[config.mk]
export PLATFORM = sky130hd
export DESIGN_NAME = frame_buf_sched
export DESIGN_NICKNAME = d
export VERILOG_FILES = /design/src/rtl/frame_buf_sched.sv
export SDC_FILE = /design/constraint.sdc
export NUM_CORES = 1
export LEC_CHECK = 0
export ABC_AREA = 0
export ABC_CLOCK_PERIOD_IN_PS = 15600
export BUFFER_PORTS_ARGS = -buffer_cell sky130_fd_sc_hd__buf_4
export CORE_MARGIN = 4
export CORE_UTILIZATION = 60
export CTS_BUF_LIST = sky130_fd_sc_hd__clkbuf_4
export CTS_CLUSTER_DIAMETER = 50
export DETAILED_ROUTE_END_ITERATION = 12
export GPL_TIMING_DRIVEN = 0
export HOLD_SLACK_MARGIN = 0.15
export PLACE_DENSITY = 0.78
export SYNTH_ARGS = -nofsm -noshare
export SYNTH_HDL_FRONTEND = slang
export SYNTH_SLANG_ARGS = --single-unit
[constraint.sdc]
create_clock -name I_Clk -period 15.6 [get_ports I_Clk]
set_input_delay 3.12 -clock I_Clk [delete_from_list [all_inputs] [get_ports I_Clk]]
set_output_delay 3.12 -clock I_Clk [all_outputs]
set_load 0.1 [all_outputs]
[src/rtl/frame_buf_sched.sv]
// rtl/frame_buf_sched.sv - frame-buffer scheduler between one write engine and one reader
//
// Purpose: hands the producer its next write buffer (round-robin, never the
// buffer the reader holds), grants the newest completed frame to the reader
// through a req/ack handshake, flags frames superseded unread and stretches
// each completed frame into an INTR_WIDTH-cycle interrupt.
//
// Ports:
//   I_Clk, I_Rst_n   clock; synchronous active-low reset
//   I_Wr_Done        producer finished writing O_Wr_Idx (1-cycle pulse)
//   O_Wr_Idx         buffer the producer writes next (1..BUF_NUM)
//   I_Rd_Req         reader wants a fresh frame (level, sampled in RD_IDLE)
//   O_Rd_Ack         O_Rd_Idx now valid and held by the reader (1-cycle pulse)
//   O_Rd_Idx         buffer held by the reader, 0 when none
//   I_Rd_Release     reader done with O_Rd_Idx (1-cycle pulse)
//   O_Frame_Drop     completed frame overwritten before being read
//   O_Intr           interrupt, high INTR_WIDTH cycles after the last frame
//   O_Drop_Cnt       saturating drop count (only with FRAME_BUF_SCHED_DROP_CNT_EN)
//
// Optional feature macro: FRAME_BUF_SCHED_DROP_CNT_EN

module frame_buf_sched #(
   parameter int BUF_NUM    = 3,
   parameter int INTR_WIDTH = 10
) (
   input  logic        I_Clk,
   input  logic        I_Rst_n,
   input  logic        I_Wr_Done,
   output logic [7:0]  O_Wr_Idx,
   input  logic        I_Rd_Req,
   output logic        O_Rd_Ack,
   output logic [7:0]  O_Rd_Idx,
   input  logic        I_Rd_Release,
   output logic        O_Frame_Drop,
   output logic        O_Intr
`ifdef FRAME_BUF_SCHED_DROP_CNT_EN
   ,
   output logic [15:0] O_Drop_Cnt
`endif
);

   // A zero-width counter is illegal, so INTR_WIDTH=0 keeps one bit that stays 0.
   localparam int CNT_W = (INTR_WIDTH > 0) ? $clog2(INTR_WIDTH + 1) : 1;

   localparam logic [1:0] RD_IDLE = 2'd0;
   localparam logic [1:0] RD_WAIT = 2'd1;
   localparam logic [1:0] RD_HOLD = 2'd2;

   logic [1:0]       rd_state;
   logic [7:0]       latest;
   logic             fresh;
   logic [CNT_W-1:0] intr_cnt;
   logic [CNT_W-1:0] intr_cnt_next;

   logic             grant;
   logic             release_hit;
   logic             drop_hit;
   logic [7:0]       grant_idx;
   logic [7:0]       held_next;
   logic [7:0]       wr_next;
   logic             found;
   int               cand;

   always_comb begin
      grant = 1'b0;
      case (rd_state)
         RD_IDLE: grant = I_Rd_Req && (fresh || I_Wr_Done);
         RD_WAIT: grant = fresh || I_Wr_Done;
         default: grant = 1'b0;
      endcase
   end

   // A frame finishing in the grant cycle is newer than latest, so it wins.
   assign grant_idx   = I_Wr_Done ? O_Wr_Idx : latest;
   assign release_hit = (rd_state == RD_HOLD) && I_Rd_Release;
   assign drop_hit    = I_Wr_Done && fresh && !grant;

   // Buffer the reader will hold after this edge; the write search must avoid
   // it, which also frees a buffer released in this very cycle.
   assign held_next = grant ? grant_idx : (release_hit ? 8'd0 : O_Rd_Idx);

   // Round-robin from O_Wr_Idx+1; k stops short of a full wrap, so the
   // just-completed index is never a candidate.
   always_comb begin
      wr_next = O_Wr_Idx;
      found   = 1'b0;
      cand    = 0;
      for (int k = 1; k < BUF_NUM; k++) begin
         cand = ((int'(O_Wr_Idx) - 1 + k) % BUF_NUM) + 1;
         if (!found && (8'(cand) != held_next)) begin
            wr_next = 8'(cand);
            found   = 1'b1;
         end
      end
   end

   always_comb begin
      intr_cnt_next = intr_cnt;
      if (I_Wr_Done) begin
         intr_cnt_next = CNT_W'(INTR_WIDTH);
      end else if (intr_cnt != '0) begin
         intr_cnt_next = intr_cnt - 1'b1;
      end
   end

   always_ff @(posedge I_Clk) begin
      if (!I_Rst_n) begin
         O_Wr_Idx     <= 8'd1;
         O_Rd_Idx     <= 8'd0;
         O_Rd_Ack     <= 1'b0;
         O_Frame_Drop <= 1'b0;
         O_Intr       <= 1'b0;
         latest       <= 8'd0;
         fresh        <= 1'b0;
         rd_state     <= RD_IDLE;
         intr_cnt     <= '0;
      end else begin
         O_Rd_Ack     <= grant;
         O_Frame_Drop <= drop_hit;
         O_Rd_Idx     <= held_next;
         intr_cnt     <= intr_cnt_next;
         // Registered copy of (counter != 0) keeps the interrupt glitch-free.
         O_Intr       <= (intr_cnt_next != '0);

         if (I_Wr_Done) begin
            latest   <= O_Wr_Idx;
            O_Wr_Idx <= wr_next;
         end

         if (grant) begin
            fresh <= 1'b0;
         end else if (I_Wr_Done) begin
            fresh <= 1'b1;
         end

         case (rd_state)
            RD_IDLE: begin
               if (grant) begin
                  rd_state <= RD_HOLD;
               end else if (I_Rd_Req) begin
                  rd_state <= RD_WAIT;
               end
            end
            RD_WAIT: begin
               if (grant) begin
                  rd_state <= RD_HOLD;
               end
            end
            RD_HOLD: begin
               if (release_hit) begin
                  rd_state <= RD_IDLE;
               end
            end
            default: rd_state <= RD_IDLE;
         endcase
      end
   end

`ifdef FRAME_BUF_SCHED_DROP_CNT_EN
   always_ff @(posedge I_Clk) begin
      if (!I_Rst_n) begin
         O_Drop_Cnt <= 16'd0;
      end else if (drop_hit && (O_Drop_Cnt != 16'hFFFF)) begin
         O_Drop_Cnt <= O_Drop_Cnt + 16'd1;
      end
   end
`endif

endmodule

* After elaboration in Yosys (flattened, before gate mapping) *
Cells that the tools add are included.

operators by class
  add/sub/neg operators = 6
  $mul = 0
  divide/modulo/power cells = 2
  magnitude comparators = 0
  eq/ne operators = 7
  shifts and indexed selects = 0
  muxes and demuxes = 14
  bitwise logic cells = 1
  reductions and logical operators = 15

operator list
  kind                   number
  $mod 32x3->32 const B  2
  $mux 8                 5
  $add 8x2->8 const B    2
  $ne 8x8->1             2
  $add 9x2->10 const B   1
  $add 9x3->10 const B   1
  $sub 8x1->9 const B    1
  $mux 2                 4
  $mux 4                 2
  $reduce_bool 4->1      2
  $pmux 2 s3             1
  $logic_and 1x1->1      5
  $ne 2x2->1 const B     2
  $sub 4x1->4 const B    1
  $ne 3x3->1 const B     1
  $reduce_and 3->1       1
  $eq 2x1->1 const B     1
  $eq 2x2->1 const B     1
  $logic_not 1->1        2
  $logic_not 2->1        1
  $pmux 1 s2             1
  $reduce_and 2->1       1
  $reduce_bool 2->1      1
  $reduce_or 2->1        1
  3 further kinds        3

word-level totals
  register bits = 34
  bits in latches = 0
  RAM bits = 0
  memory bits (read-only) = 0
  bits of input ports = 5
  output and inout port bits = 19
  word-level logic and storage cells = 54
  memories = 0

* Longest topological paths before layout *
  depth in word-level cells = 10
  mapped depth = 46
  mapped depth without buffers = 39

* Worst setup path after synthesis *
Ideal clock, no wire load.

  kind = reg2reg
  start = register O_Wr_Idx[0]
  end = register O_Wr_Idx[0]
  library setup time = 123 ps
  data arrival time = 10625 ps
  required time = 15477 ps
  path slack = 4851 ps
  stages on the path, launching flop included = 46
  buffers on the path = 7
  clock period less this slack = 10749 ps
  path through = dfxtp_1 > buf_6 > inv_1 > clkbuf_1 > ha_1 > buf_2 > nor2b_1 > or2_2 > ha_1 > clkbuf_1 > or3_1 > a211oi_2 > nor3_1 > or3_4 > a211oi_1 > o32ai_1 > a211oi_1 > nand2_1 > [... 10 more ...] > ha_1 > clkbuf_1 > nor3_1 > and2_1 > xnor2_1 > inv_1 > ha_1 > nor2_1 > xnor2_1 > xnor2_1 > a32oi_1 > nor4_4 > xor2_1 > xor2_1 > nand4_2 > nor3_4 > mux2_4 > mux2_1

between the ends
  longest elaborated chain between the ends = 10
  elaborated cells on any way between the ends = 18
  those cells by class = add/sub (5); div (2); eq/ne (2); mux (5); reduce/logical (4)

RTL lines
  element                      line  text
  start: declaration           29    output logic [7:0] O_Wr_Idx,
  start signal: assignment     127   O_Wr_Idx <= wr_next;
  $sub 8x1->9                  89    cand = ((int'(O_Wr_Idx) - 1 + k) % BUF_NUM) + 1;
  $add 9x2->10                 89
  $mod 32x3->32                89
  $add 8x2->8                  89
  $ne 8x8->1                   90    if (!found && (8'(cand) != held_next)) begin
  $mux 1                       90
  $logic_not 1->1              90
  $logic_and 1x1->1            90
  $reduce_bool 2->1 (no line)  n/a
  $reduce_and 2->1 (no line)   n/a

Parallel ways exist; a longest one is shown, timed or not. The select of a mux whose other input is x is not followed.
A chain may end at the register's enable or synchronous reset.

* Worst setup path in the final report *
Ends and elaborated chain as after synthesis.

==> flow_summary.toml <==
[status]
status = "complete, no violations"

[sta]
worst_slack_ns = 3.390
min_period_ns = 12.21
hold_viol = 0
max_freq_ghz = 0.08190
setup_viol = 0
worst_pin_slew_ns = 0.9110
period_share_pct = 78.27
slew_viol_final = 0
finalClockSkew_ns = 0.01517
max_slew_margin_pct = 38.83
rsz0062_at_grt = "no"
finalSetupTns_ns = 0

[clock_network]
h-tree-depth = 2
cts_made_buffers = 5
cts.reportedPaths.clkPinSlew_ns = 0.11
cts_setup_buffers = 0
cts_resized = 0
clk-insertion-delay-late_ns = 0.36
clock-sinks = 34
cts_buffer_depth = 2
cts_tree = "yes"
cts-root-buf = "clkbuf_4"
ctsHoldBuffers = 0

[routing]
vias = 6054
wl_per_cell_um = 18.67
routed_wl_um = 16990
vias_per_cell = 6.653
drt_iter0_markers = 484
detail_route.first_pass.iterations = 7
drcViolationCount = 0
ant_nets = 0

[critical_path]
required_ns = 15.85
reg2reg_to = "O_Wr_Idx[0]"
critPathSlowestCell = "nor3_1"
crit_start = "O_Wr_Idx[0]"
arrival_ns = 12.46
setup.worst_path.end = "O_Wr_Idx[0]"
reg2reg_depth = 45
endpoint_kind = "flip-flop"
r2r-start = "O_Wr_Idx[0]"
cp-start-kind = "flip-flop"
rrSetupSlack_ns = 3.39
cp_max_fo = 12
crit_type = "flip-flop to flip-flop"
max_stage_delay_ns = 0.53

[placed_design]
portBuffers = 22
dp_hpwl_um = 13400
pre_cts_slack_ns = 3.637
gp_congestion = 0.9498

[layout]
antenna_cells = 0
syn2layout_area_growth_pct = 7.400
nets = 801
drive_above_1_share_pct = 15.36

[floorplanning]
dieArea_um2 = 11390
fp.dieH_um = 106.7
fp.dieW_um = 106.7
start_util_pct = 62.43
ioPinCount = 24
core_area_um2 = 9371
fp-row-count = 35

[global_routing]
grt_overflow = 0
grt_start_max_net_pins = 13
grt_pass1_vias = 5715
grt_pass1_wl_um = 28440
antenna_found_initial = 0
track_usage_pct = 29.84

[synth]
yosys_register_bits = 34
yosysWarnings = 0
syn_area_per_cell_um2 = 7.790
synthesis.area_um2 = 5851
synth.net_count = 772
synth_cells = 751
async_flop_share_pct = 0
ys_types = 118
synth-edff-count = 0
ys.flop_type = "dfxtp_1"
synth-seq-area-share_pct = 11.63

[job]
cap_violations = 0

[worst_hold_path]
hp-class = "flip-flop to flip-flop"
## cell type report
class | instances | area (um^2)
multi-input combinational | 643 | 4843
sequential | 34 | 680.7
clock inverter | 3 | 68.82
inverter | 40 | 150.1
clock buffer | 5 | 37.54
timing repair buffer | 22 | 165.2
buffer | 34 | 176.4
fill | 829 | 3088
tap | 129 | 161.4
## cell usage in the layout (no fill, tap or decap), drive strengths merged, types with 5 or more instances in the layout
cell type	count
nor2	63
nand2	55
xnor2	52
o21ai	45
inv	39
buf	36
dfxtp	34
a21oi	33
nor3	32
nand3	30
mux2i	25
clkbuf	25
xor2	22
a211oi	21
ha	16
and2	15
o211ai	15
nor4	14
nand4	13
and3	11
a21o	10
a31oi	10
or2	10
or3	9
o21a	9
a221oi	9
o22ai	7
o31ai	7
o221ai	6
a32oi	6
nor2b	5
and4	5
nand2b	5
o2111ai	5
a211o	5
o211a	5
o41ai	5
mux2	5
## per-layer routing
| layer | global-route usage [%] | part of all wire [%] | vias to the layer above |
|---|---|---|---|
| li1 | - | - | 2905 |
| met1 | 40.72 | 44 | 2881 |
| met2 | 51.44 | 49 | 239 |
| met3 | 2.167 | 6.0 | 29 |
| met4 | 6.849 | 1.6 | 0 |
| met5 | 0 | 0 | - |
## synth_stat cells, types with 16 or more instances
master,count,share of area (%)
a211oi_1,17,2.2
a21oi_1,31,2.7
clkbuf_1,20,1.3
dfxtp_1,34,12
ha_1,16,3.4
inv_1,39,2.5
mux2i_1,24,4.1
nand2_1,53,3.4
nand3_1,29,2.5
nor2_1,60,3.8
nor3_1,27,2.3
o21ai_0,32,2.7
xnor2_1,44,6.6
xor2_1,20,3.0
## logic make-up (layout without fill, tap and decap cells)
group / Yosys count / after routing / synth area share [%]
adders and majority gates: 17 / 17 / 3.593
buffers and inverters: 74 / 104 / 5.581
xor gates and xnor gates: 78 / 78 / 14.31
AOI/OAI and AO/OA: 241 / 241 / 33.49
and+or+nand+nor: 277 / 277 / 26.03
DFF: 34 / 34 / 11.63
muxes: 30 / 30 / 5.368
## metrics by stage
| step | cell area (um^2) | hold WS [ns] | util [%] | instances |
|---|---|---|---|---|
| final | 6284 | 0.5009 | 67.05 | 910 |
| after global routing | 6284 | 0.5260 | 67.05 | 910 |
| after CTS | 6284 | 0.5059 | 67.05 | 910 |
| after detailed placement | 6177 | 0.4772 | 65.91 | 902 |
| after global placement | 6177 | 0.4631 | 65.91 | 902 |
| after floorplan | 5851 | 0.4504 | - | 751 |
## state kept, by name, summed over array words and instances (netlist names)
signal	count
rd_state	2
O_Intr	1
O_Wr_Idx	8
latest	8
O_Rd_Idx	8
O_Frame_Drop	1
fresh	1
O_Rd_Ack	1
intr_cnt	4
## how the worst min path moves through the flow
| stage | startpoint | to | slack, ns | cells past startpoint |
|---|---|---|---|---|
| after floorplan | latest[0] | latest[0] | 0.45 | 2 |
| after global placement | latest[6] | latest[6] | 0.46 | 2 |
| after detailed placement | latest[1] | latest[1] | 0.48 | 2 |
| after CTS | latest[1] | latest[1] | 0.51 | 2 |
| after global routing | latest[3] | latest[3] | 0.53 | 2 |
| final | latest[0] | latest[0] | 0.50 | 2 |
## critical path, delay by kind of cell (launching register included)
kind | cells | cell delay (ns)
flip-flops | 1 | 0.41
multiplexers | 2 | 0.68
buffers and inverters | 10 | 2.55
adder cells (fa/ha/maj) | 6 | 1.44
AND/OR/NAND/NOR | 13 | 3.67
AO/OA/AOI/OAI | 7 | 1.61
XOR/XNOR | 7 | 1.70
Power is left out: the tool's default activity adds up to more than one toggle a clock period on the data nets, which glitch-free logic cannot reach.
